`config.mk`:
```
export PLATFORM = sky130hd
export DESIGN_NAME = gray_tracker
export DESIGN_NICKNAME = d
export VERILOG_FILES = /design/src/rtl/gray_tracker.sv
export SDC_FILE = /design/constraint.sdc
export NUM_CORES = 1
export LEC_CHECK = 0
export ABC_AREA = 1
export CORE_ASPECT_RATIO = 1.1
export CORE_MARGIN = 4
export CORE_UTILIZATION = 35
export DETAILED_ROUTE_END_ITERATION = 8
export SETUP_SLACK_MARGIN = 0.02
export SYNTH_ARGS = -nofsm -noshare
export SYNTH_HDL_FRONTEND = slang
export SYNTH_SLANG_ARGS = --single-unit
```
`constraint.sdc`:
```
create_clock -name Clk -period 3 [get_ports Clk]
set_clock_uncertainty 0.2 [all_clocks]
set_input_delay 0.6 -clock Clk [delete_from_list [all_inputs] [get_ports Clk]]
set_output_delay 0.6 -clock Clk [all_outputs]
set_load 0.05 [all_outputs]
```
`src/rtl/gray_tracker.sv`:
```
// gray_tracker
//   Receive-side tracker for a Gray-coded counter. On each En strobe the
//   Gray input is decoded to binary. Each accepted sample must either repeat
//   the last value or advance it by exactly +1. The block counts wrap-arounds
//   and raises a sticky error on any illegal jump.
//
//   Ports:
//     Clk       clock, rising edge
//     Reset     synchronous, active-high reset (has priority over En)
//     En        sample strobe
//     GrayIn    Gray-coded count [WIDTH]
//     Binary    registered decode of the last accepted sample [WIDTH]
//     Step      one-cycle pulse after a legal +1 advance
//     Wraps     saturating count of all-ones -> zero advances [WRAP_W]
//     Overflow  sticky: at least one wrap since reset
//     Locked    tracker holds a valid reference value
//     Error     sticky: an illegal transition was seen
//
//   Optional feature macro: GRAY_TRACKER_RESYNC_EN
//     defined   : the first En sample after a fault re-locks onto the input
//                 (Error stays set)
//     undefined : the fault state is terminal until Reset
module gray_tracker #(
  parameter int WIDTH  = 3,
  parameter int WRAP_W = 4
) (
  input  logic              Clk,
  input  logic              Reset,
  input  logic              En,
  input  logic [WIDTH-1:0]  GrayIn,
  output logic [WIDTH-1:0]  Binary,
  output logic              Step,
  output logic [WRAP_W-1:0] Wraps,
  output logic              Overflow,
  output logic              Locked,
  output logic              Error
);

  typedef enum logic [1:0] {UNLOCKED, LOCKED, FAULT} state_t;

  state_t             state, state_nxt;
  logic [WIDTH-1:0]   dec, diff;
  logic [WIDTH-1:0]   bin_nxt;
  logic [WRAP_W-1:0]  wraps_nxt;
  logic               step_nxt, ovf_nxt, err_nxt;
  logic               rep, adv;

  // Each binary bit is the XOR of this Gray bit and every higher Gray bit.
  // Writing it as a reduction avoids a chained dependency through dec.
  for (genvar i = 0; i < WIDTH; i++) begin : g_dec
    assign dec[i] = ^(GrayIn >> i);
  end

  // Forward distance from the reference value, taken modulo 2^WIDTH.
  // A -1 step therefore appears as all ones and is classed as illegal.
  assign diff = dec - Binary;
  assign rep  = (diff == '0);
  assign adv  = (diff == WIDTH'(1));

  assign Locked = (state == LOCKED);

  // state register
  always_ff @(posedge Clk) begin
    if (Reset) state <= UNLOCKED;
    else       state <= state_nxt;
  end

  // next state
  always_comb begin
    state_nxt = state;
    case (state)
      UNLOCKED: if (En) state_nxt = LOCKED;
      LOCKED:   if (En && !rep && !adv) state_nxt = FAULT;
      FAULT: begin
`ifdef GRAY_TRACKER_RESYNC_EN
        if (En) state_nxt = LOCKED;
`else
        state_nxt = FAULT;
`endif
      end
      default:  state_nxt = UNLOCKED;
    endcase
  end

  // output next values; everything holds unless a sample changes it
  always_comb begin
    bin_nxt   = Binary;
    step_nxt  = 1'b0;
    wraps_nxt = Wraps;
    ovf_nxt   = Overflow;
    err_nxt   = Error;
    case (state)
      UNLOCKED: if (En) bin_nxt = dec;
      LOCKED: begin
        if (En) begin
          if (adv) begin
            bin_nxt  = dec;
            step_nxt = 1'b1;
            if (Binary == '1) begin
              ovf_nxt = 1'b1;
              if (Wraps != '1) wraps_nxt = Wraps + WRAP_W'(1);
            end
          end else if (!rep) begin
            // Binary keeps the last good value
            err_nxt = 1'b1;
          end
        end
      end
      FAULT: begin
`ifdef GRAY_TRACKER_RESYNC_EN
        if (En) bin_nxt = dec;
`endif
      end
      default: ;
    endcase
  end

  // output registers
  always_ff @(posedge Clk) begin
    if (Reset) begin
      Binary   <= '0;
      Step     <= 1'b0;
      Wraps    <= '0;
      Overflow <= 1'b0;
      Error    <= 1'b0;
    end else begin
      Binary   <= bin_nxt;
      Step     <= step_nxt;
      Wraps    <= wraps_nxt;
      Overflow <= ovf_nxt;
      Error    <= err_nxt;
    end
  end

endmodule

```
### Word level (Yosys, flattened, before mapping)

Cells that the tools add are included.

* flip-flop bits (word level): 12
* output and inout port bits: 11
* logic and storage cells: 45

* add/sub/neg operators: 2
* equality and inequality tests: 9
* mux-type cells: 8
* bitwise operators: 4
* reductions and logical operators: 16

Operators by type and width (count)
* $reduce_and A4 Y1: 3
* $mux W3: 3
* $reduce_xor A3 Y1: 3
* $pmux W2 S3: 1
* $pmux W3 S2: 1
* $reduce_and A5 Y1: 1
* $add A4 B1 Y4 const B: 1
* $mux W2: 2
* $ne A2 B1 Y1 const B: 2
* $ne A2 B2 Y1 const B: 2
* $ne A4 B4 Y1 const B: 1
* $not A1 Y1: 4
* $eq A3 B1 Y1 const B: 1
* $eq A3 B3 Y1 const B: 1
* $logic_not A3 Y1: 1
* $reduce_or A3 Y1: 1
* $sub A3 B3 Y3: 1
* $eq A2 B1 Y1 const B: 1
* $eq A2 B2 Y1 const B: 1
* $logic_and A1 B1 Y1: 2
* $logic_not A1 Y1: 2
* $logic_not A2 Y1: 1
* $reduce_and A2 Y1: 1
* $reduce_bool A2 Y1: 1
* $mux W1: 1

### Depth between registers and ports, before layout

Gate-level depths: netlist of run 1.

* depth after elaboration: 8
* mapped depth: 14
* mapped depth without buffers: 14

### Worst setup path before layout of run 1

Ideal clock, no wire load.

* path type: input port to flip-flop
* start: input port GrayIn[2]
* end: register Wraps[2]
* data arrival time: 2417 ps
* path slack: 264 ps
* stages on the path: 11
* path buffers: 0
* cell sequence: xnor2_1 xor2_1 ha_1 inv_1 fa_1 nor2_1 nand4_1 nor2_1 nand2_1 nand2_1 a21oi_1

* word-level cells in the longest chain between the ends: 4
* elaborated cells on any way between the ends: 6
* classes of those cells: add/sub: 1; eq/ne: 1; reduce/logical: 4

RTL lines
* start: declaration: RTL line 30 `input logic [WIDTH-1:0] GrayIn,`
* $reduce_xor A3 Y1: RTL line 51 `assign dec[i] = ^(GrayIn >> i);`
* $sub A3 B3 Y3 *: RTL line 56 `assign diff = dec - Binary;`
* $eq A3 B1 Y1 *: RTL line 58 `assign adv = (diff == WIDTH'(1));`
* $reduce_and A5 Y1 (no source line) *
* end signal: assignment: RTL line 129 `Wraps <= wraps_nxt;`
* end: declaration: RTL line 33 `output logic [WRAP_W-1:0] Wraps,`

Mark *: on every way between the ends. The rest lies on a longest branch, timed or not.
A chain may end at the register's enable or synchronous reset.

### Worst setup path after layout of run 1

* start: input port GrayIn[1]
* end: register Wraps[2]

Same word-level chain as after synthesis.

==> run summary, run 1 <==
In this run, the number of DRC markers left after iteration 0 of detailed routing was 8. In this run the vertical extent of the chip is 55.3 um. After synthesis, the cell types taking the most area are sky130_fd_sc_hd__dfxtp_1, sky130_fd_sc_hd__nand3_1, sky130_fd_sc_hd__nand2_1.

For this block, the routed nets add up to 1.48 mm of wire. The overall global routing resource usage is 12.1%. The logs give 4 for the first-pass iteration count of the detailed router and 16 for the row count.

In this run the worst setup path terminates at Wraps[2]. Counting every instance in the synthesized netlist gives 94. The number of design rule violations left after detail routing came out at 0.

The netlist uses 22 different library cells. Cell internal power was estimated by the tool at 0.000413 W. The peak fanout along the critical path works out to 4. OpenSTA, run right after detailed placement, puts the worst setup slack at -0.246 ns. Of the post-synthesis cell area, the dominant cell type holds 33.7%. For the pin with the worst max-slew slack, the measured transition is 0.500 ns. In this run the power density over the cells is 796 nW/um^2. For the number of antenna violations at the first check in global routing, the log shows 0. The top cell types in the final layout, fill and taps aside, are sky130_fd_sc_hd__clkdlybuf4s50_1, sky130_fd_sc_hd__nand2_1, sky130_fd_sc_hd__nand3_1.

The tools report the final hold violation count as 0. The flow ran to the end, and the final reports show no timing, DRC or antenna violations. During placement, the flow inserted port buffers numbering 16.

From synthesis to final layout, the design area changed by 36.0%. For this configuration, the core starts out at a cell density of 38.2%. The run gives 1.15 mm as the total half-perimeter wirelength after legalization and detailed placement. In this run the standard cell core region covers 1860 um^2. The peak ir drop on the vdd network was 0.463 mV. The tools report the number of setup violations in the final report as 0. The CTS buffer count was 3; the layout net count was 129. The logs give 0 for the total grt overflow and 58.8% for the logic gate share of total power. The commonest non-fill, non-tap cell in the layout was sky130_fd_sc_hd__clkdlybuf4s50_1. The maximum number of pins on one net before global-route repair was 10. For flop-to-flop paths, the worst setup slack is 0.97 ns.

Once the clock tree was built, the setup fixing pass inserted 0 buffers. The tools report the origin of the critical flop-to-flop path as Binary[0]. Number of levels the H-tree was split into: 1. Final weighted congestion in routability-driven placement: 0.675. After synthesis, the mean cell area works out to 7.57 um^2.

Based on the critical path, the design can be clocked at up to 349 MHz. In this run the cell area of the synthesized design comes to 712 um^2. Sink count of the clock tree: 12.

The critical path starts at GrayIn[1]. Top-level port count: 17. The sequential cell area fraction in the yosys report is 33.7%. Per report_power, the clock group accounts for 12.2% of the total.

Dividing the detail-routed wire length by the instance count gives 10.3 um. Via count of the first global-routing pass: 639. The die footprint is 2820 um^2, and the die extent in x is 51 um. In the routed layout, each cell is associated on average with a via count of 4.43. The number of max-cap violations is 0. The first global-routing pass estimated 2.68 mm of wire.

The clock-pin slew reported for the worst setup and hold paths after clock tree synthesis was 0.06 ns; the worst-case clock buffer depth was 2. The worst setup path is launched from an input pin. The relative contribution of sequential cells to total power is 29.0%.

TritonCTS built the clock tree. The tools report the worst-case headroom to the max-slew limit as 66.6%. The number of cells on the worst reg-to-reg path works out to 9. Class of the worst hold path: reg -> reg. The shortest period the worst path allows was 2.86 ns; the final core area utilization was 52.0%. The reported leakage power is 0.418 nW, and the worst path arrival time is 2.81 ns.

Cells with a size suffix above 1 make up 17.2% of the layout. Yosys printed 0 warnings. In this run the clock root is driven by a sky130_fd_sc_hd__clkbuf_4.

The residual antenna-violating net count after detailed routing came out at 0. Net switching is 46.4% of the power. The run gives 634 as the total number of vias. The ratio of final minimum period to clock period works out to 95.5%. The worst register-to-register path ends at Wraps[2]. 0 antenna diodes ended up in the layout. The run gives 0 as the final max-slew violation count. Worst setup margin: 0.136 ns. The flip-flop and latch count after synthesis came out at 12.

The switching power was 0.000358 W; the total nets after synthesis was 105. At the later pin of the worst-skew pair, clock insertion delay measures 0.27 ns. For the data required time of the worst path, the log shows 2.94 ns. Library cell with the largest summed area after synthesis: sky130_fd_sc_hd__dfxtp_1. Category of the most critical setup path: in -> reg. The worst setup path is captured at a flop.
-- worst min path at each step --
stage               depth (start not counted)       end      from  slack (ns)
floorplan                                   2  state[1]  state[1]        0.24
global placement                            2  state[1]  state[1]        0.26
detailed placement                          2  state[1]  state[1]        0.26
CTS                                         2  state[1]  state[1]        0.27
global route                                2  state[1]  state[1]        0.32
finish                                      2  state[1]  state[1]        0.26
-- flip-flops by register name (all words and copies together), names as in the netlist --
name	count
Overflow	1
Wraps	4
Binary	3
state	2
Error	1
Step	1
-- final cells by class --
class | instances | area [um^2]
Fill cell | 204 | 893
Multi-Input combinational cell | 69 | 437
Sequential cell | 12 | 240
Timing Repair Buffer | 20 | 190
Inverter | 12 | 45.0
Tap cell | 27 | 33.8
Clock buffer | 3 | 22.5
-- kinds of logic after synthesis --
kind of cell / count (synthesis) / share of synthesized area (%)
fa+ha+maj: 5 / 9.84
compound gates: 11 / 7.73
flops: 12 / 33.7
buf+inv: 13 / 7.03
simple gates: 48 / 35.5
xor+xnor: 5 / 6.15
-- routing by layer --
layer,vias to the layer above,GRT usage (%),share of wire (%)
li1,348,-,-
met1,273,15.5,46
met2,13,18.2,48
met3,0,5.38,5.9
met4,0,3.46,0
met5,-,0,0
-- repair_timing --
action,in CTS,in global routing
endpoints found under the setup margin,0,9
hold buffers,0,0
gates resized for setup,0,4
-- power groups by stage --
stage	Clock, W	Sequential [W]	Combinational, W
global route	0.000107	0.000233	0.000499
floorplan	0	0.000294	0.000255
detailed placement	0	0.000228	0.000444
global placement	0	0.000227	0.000441
CTS	0.0000983	0.000225	0.000444
finish	0.0000939	0.000224	0.000453
-- worst max-delay path, cell delays in order --
cell                              delay, ns
sky130_fd_sc_hd__clkdlybuf4s50_1       0.46
sky130_fd_sc_hd__xnor2_2               0.24
sky130_fd_sc_hd__xor2_1                0.21
sky130_fd_sc_hd__ha_1                  0.17
sky130_fd_sc_hd__inv_1                 0.05
sky130_fd_sc_hd__fa_2                  0.42
sky130_fd_sc_hd__nor2_2                0.12
sky130_fd_sc_hd__nand4_1               0.12
sky130_fd_sc_hd__nor2_2                0.18
sky130_fd_sc_hd__nand2_1               0.12
sky130_fd_sc_hd__nand2_1               0.08
sky130_fd_sc_hd__a21oi_1               0.05
-- per-stage QoR --
stage | instances | total power, W | TNS (ns) | hold slack [ns] | area [um^2]
finish | 143 | 0.000771 | 0 | 0.264 | 968
floorplan | 94 | 0.000549 | 0 | 0.239 | 712
CTS | 143 | 0.000767 | 0 | 0.268 | 953
global route | 143 | 0.000839 | -0.0298 | 0.320 | 968
global placement | 140 | 0.000667 | -1.42 | 0.256 | 931
detailed placement | 140 | 0.000671 | -1.79 | 0.258 | 931
-- cell usage after synthesis --
cell type	n
sky130_fd_sc_hd__a21oi_1	10
sky130_fd_sc_hd__clkbuf_2	1
sky130_fd_sc_hd__dfxtp_1	12
sky130_fd_sc_hd__fa_1	1
sky130_fd_sc_hd__ha_1	4
sky130_fd_sc_hd__inv_1	11
sky130_fd_sc_hd__inv_2	1
sky130_fd_sc_hd__nand2_1	15
sky130_fd_sc_hd__nand2_2	2
sky130_fd_sc_hd__nand2_4	1
sky130_fd_sc_hd__nand3_1	13
sky130_fd_sc_hd__nand3_4	1
sky130_fd_sc_hd__nand3b_2	1
sky130_fd_sc_hd__nand4_1	1
sky130_fd_sc_hd__nand4_2	1
sky130_fd_sc_hd__nor2_1	10
sky130_fd_sc_hd__nor2_2	1
sky130_fd_sc_hd__nor2_4	1
sky130_fd_sc_hd__nor3_1	1
sky130_fd_sc_hd__o21ai_0	1
sky130_fd_sc_hd__xnor2_1	3
sky130_fd_sc_hd__xor2_1	2
(Power assumes the default switching activity.)
==> run 2, diff against run 1 <==
--- a/config.mk
+++ b/config.mk
@@ -9,6 +9,7 @@
 export CORE_ASPECT_RATIO = 1.1
 export CORE_MARGIN = 4
 export CORE_UTILIZATION = 35
+export CTS_CLUSTER_SIZE = 16
 export DETAILED_ROUTE_END_ITERATION = 8
 export SETUP_SLACK_MARGIN = 0.02
 export SYNTH_ARGS = -nofsm -noshare
==> results of run 2 <==
No change in the layout: final DEF, timing and power equal those of run 1.
==> run 3, diff against run 2 <==
--- a/config.mk
+++ b/config.mk
@@ -12,6 +12,7 @@
 export CTS_CLUSTER_SIZE = 16
 export DETAILED_ROUTE_END_ITERATION = 8
 export SETUP_SLACK_MARGIN = 0.02
+export SKIP_CTS_REPAIR_TIMING = 1
 export SYNTH_ARGS = -nofsm -noshare
 export SYNTH_HDL_FRONTEND = slang
 export SYNTH_SLANG_ARGS = --single-unit
==> constraint.sdc (replaced) <==
create_clock -name Clk -period 2.52 [get_ports Clk]
set_clock_uncertainty 0.2 [all_clocks]
set_input_delay 0.504 -clock Clk [delete_from_list [all_inputs] [get_ports Clk]]
set_output_delay 0.504 -clock Clk [all_outputs]
set_load 0.05 [all_outputs]
==> run summary, run 3 (synthesized netlist as in run 1, its figures left out) <==
The run finished with clean final reports. The number of antenna violations at the first check in global routing came out at 0 (unchanged). Category of the most critical setup path: in -> reg. The number of max-cap violations was 0 (unchanged). The final hold violation count was 0 (unchanged).

The switching power is 0.000429 W (+20%). The row count came out at 16 (unchanged). The worst hold path begins at state[1].

In this run the worst hold path is classified as reg -> reg. The routed wire length was 1.42 mm (-3.7%); the shortest period the worst path allows was 2.39 ns. The register bank with the most flops was Wraps. The logs give 0 (unchanged) for the residual antenna-violating net count after detailed routing and 0 (unchanged) for the number of antenna diodes. The run gives 2.46 mm (-8.5%) as the first-pass GRT wire length. The worst setup margin came out at 0.133 ns (-0.00336 ns). The net switching fraction of the power was 45.8% (-0.62 points); the via count of the first global-routing pass was 582 (-8.9%). The number of cells on the worst hold path is 2 (unchanged). The overall die height was 55.3 um (unchanged).

The worst path arrival time is 2.34 ns (-0.47 ns), and the average wire per standard cell is 9.88 um (-4.3%). TritonCTS built the clock tree. The top cell types in the final layout, fill and taps aside, are sky130_fd_sc_hd__nand3_1, sky130_fd_sc_hd__dfxtp_1, sky130_fd_sc_hd__nand2_1, sky130_fd_sc_hd__clkdlybuf4s50_1, sky130_fd_sc_hd__inv_1. The run gives 0 (unchanged) as the number of design rule violations left after detail routing. The ratio of routed vias to standard cells was 4.47 (+0.87%); the layout net count was 130 (+0.78%). The run gives 190 (-6.9%) as the number of fill cells.

The peak ir drop on the vdd network was 0.552 mV (+19%); the fraction of layout instances using a drive strength above 1 was 27.4% (+10 points). The overall global routing resource usage was 11.2% (-0.94 points); the design internal power was 0.000508 W (+23%). The run gives 669 um (-5.2%) as the total length of routed met2 wires.

The peak clock frequency supported by timing was 419 MHz. The worst setup path is captured at a flop. Setup repair after global routing could not meet its margin everywhere. The logs give 1.13 mm (-1.5%) for the total half-perimeter wirelength after legalization and detailed placement and 38.2% (unchanged) for the starting density of the core. The worst register-to-register path begins at Binary[0]. The number of setup violations in the final report came out at 0 (unchanged). Master cell of the clock root buffer: sky130_fd_sc_hd__clkbuf_4. The sink count of the clock tree was 12 (unchanged); the final weighted congestion in routability-driven placement was 0.733 (+8.6%).

First-pass iteration count of the detailed router: 4 (unchanged). For the worst setup timing slack at the placement stage, the log shows -0.615 ns (-0.369 ns). The number of cells on the worst reg-to-reg path was 9 (unchanged); the iteration-0 DRC count of the detailed router was 6 (-2).

The logs give 54.7% (+2.7 points) for the final core area utilization and 1 (unchanged) for the number of levels the H-tree was split into. Die footprint: 2820 um^2 (unchanged). For hold timing, the worst endpoint is state[1]. The run gives 0 (unchanged) as the total grt overflow.

The run gives 0.442 nW (+5.6%) as the reported leakage power. The run gives 3 (unchanged) as the CTS buffer count. Number of input and output port buffers inserted: 16 (unchanged).

Worst-case clock buffer depth: 2 (unchanged). The worst-case headroom to the max-slew limit was 66.7% (+0.15 points); the length of routed wiring on met1 was 678 um (-0.73%). The most critical setup path has its startpoint at GrayIn[1].

The area added between synthesis and finish works out to 43.1%. The flip-flop count of the largest register after layout was 4 (unchanged); the slew of the pin with the lowest slew margin was 0.497 ns (-0.00222 ns). The run gives 11.7% (-0.5 points) as the clock network fraction of total power.

The run gives 17 (unchanged) as the top-level port count. The detailed router used layers up to and including met4. The endpoint identified for the worst register-to-register timing path is Wraps[1]. The data required time of the worst path was 2.47 ns (-0.47 ns).

Leaving out fill and tap cells, the most frequent cell in the layout is sky130_fd_sc_hd__nand3_1. The total power divided by cell area works out to 919 nW/um^2 (+16%). Die extent in x: 51 um (unchanged).

The register-to-register setup slack was 0.42 ns (-0.55 ns). The tools report the latest clock arrival within the worst-skew pair as 0.27 ns (about the same). The clock-pin slew reported for the worst setup and hold paths after clock tree synthesis works out to 0.07 ns (about the same). The largest registers in the layout are Wraps: 4 flops, Binary: 3 flops, state: 2 flops. The run gives 59.8% (+1.0 points) as the logic gate share of total power.

For the final max-slew violation count, the log shows 0 (unchanged). The maximum number of pins on one net before global-route repair was 10 (unchanged); the relative contribution of sequential cells to total power was 28.5% (-0.5 points). After layout, the worst path uses 94.7% of the clock period.

The worst setup path is launched from an input pin. The amount of wire on met3 after detailed routing came out at 67 um (-23%). Peak fanout along the critical path: 4 (unchanged).

The total number of vias was 644 (+1.6%); the floorplan core area was 1860 um^2 (unchanged).
==> run 3: cell count changes in the layout (fill, tap and decap cells not counted), moves of 2 or more <==
cell / before / now
sky130_fd_sc_hd__a21oi_2: 0 / 2
sky130_fd_sc_hd__nand2_1: 15 / 12
sky130_fd_sc_hd__a21oi_1: 10 / 8
sky130_fd_sc_hd__clkdlybuf4s50_1: 16 / 12
sky130_fd_sc_hd__buf_4: 4 / 6
sky130_fd_sc_hd__nand2_2: 2 / 5
==> run 3: cell type report <==
cell class	count	area, um^2	share of cell area, %
inverter	12	45.0	4.42
multi-input combinational	69	473	46.4
tap	27	33.8	3.32
clock buffer	3	22.5	2.21
timing repair buffer	21	204	20.0
sequential	12	240	23.6
==> run 3: how the worst max path moves through the flow <==
stage	to	cells after the start	slack, ns
floorplan	Wraps[2]	11	0.04
global placement	Wraps[1]	12	-0.59
detailed placement	Wraps[3]	12	-0.62
CTS	Wraps[3]	12	-0.34
global route	Wraps[1]	12	-0.002
finish	Wraps[1]	12	0.13
==> run 3: critical path, cell delays in order <==
cell and delay, ns:
sky130_fd_sc_hd__buf_8 0.10, sky130_fd_sc_hd__xnor2_4 0.18, sky130_fd_sc_hd__xor2_2 0.17, sky130_fd_sc_hd__ha_2 0.20
sky130_fd_sc_hd__inv_2 0.04, sky130_fd_sc_hd__fa_2 0.45, sky130_fd_sc_hd__nor2_2 0.13, sky130_fd_sc_hd__nand4_1 0.11
sky130_fd_sc_hd__nor2_2 0.21, sky130_fd_sc_hd__nand2_2 0.11, sky130_fd_sc_hd__nand2_2 0.09, sky130_fd_sc_hd__a21oi_2 0.05
==> run 3: stage by stage <==
| stage | TNS (ns) | cell area (um^2) | hold slack [ns] | std cells | power [W] |
|---|---|---|---|---|---|
| final | 0 | 1020 | 0.279 | 144 | 0.000936 |
| after global routing | -0.00157 | 1020 | 0.305 | 144 | 0.00101 |
| after CTS | -3.13 | 975 | 0.282 | 143 | 0.000935 |
| after detailed placement | -6.54 | 952 | 0.268 | 140 | 0.000822 |
| after global placement | -6.20 | 952 | 0.251 | 140 | 0.000815 |
| after floorplan | 0 | 736 | 0.239 | 94 | 0.000665 |
==> run 3: power by group through the flow <==
| stage | logic [W] | registers [W] | clock network, W |
|---|---|---|---|
| after floorplan | 0.000315 | 0.000350 | 0 |
| after global placement | 0.000546 | 0.000269 | 0 |
| after detailed placement | 0.000552 | 0.000270 | 0 |
| after CTS | 0.000554 | 0.000266 | 0.000115 |
| after global routing | 0.000618 | 0.000273 | 0.000122 |
| final | 0.000560 | 0.000267 | 0.000110 |
==> run 3: per-layer routing <==
| layer | vias to the layer above | GRT usage, % |
|---|---|---|
| met5 | - | 0 |
| li1 | 350 | - |
| met2 | 11 | 17.5 |
| met4 | 0 | 3.46 |
| met3 | 2 | 4.84 |
| met1 | 281 | 13.7 |
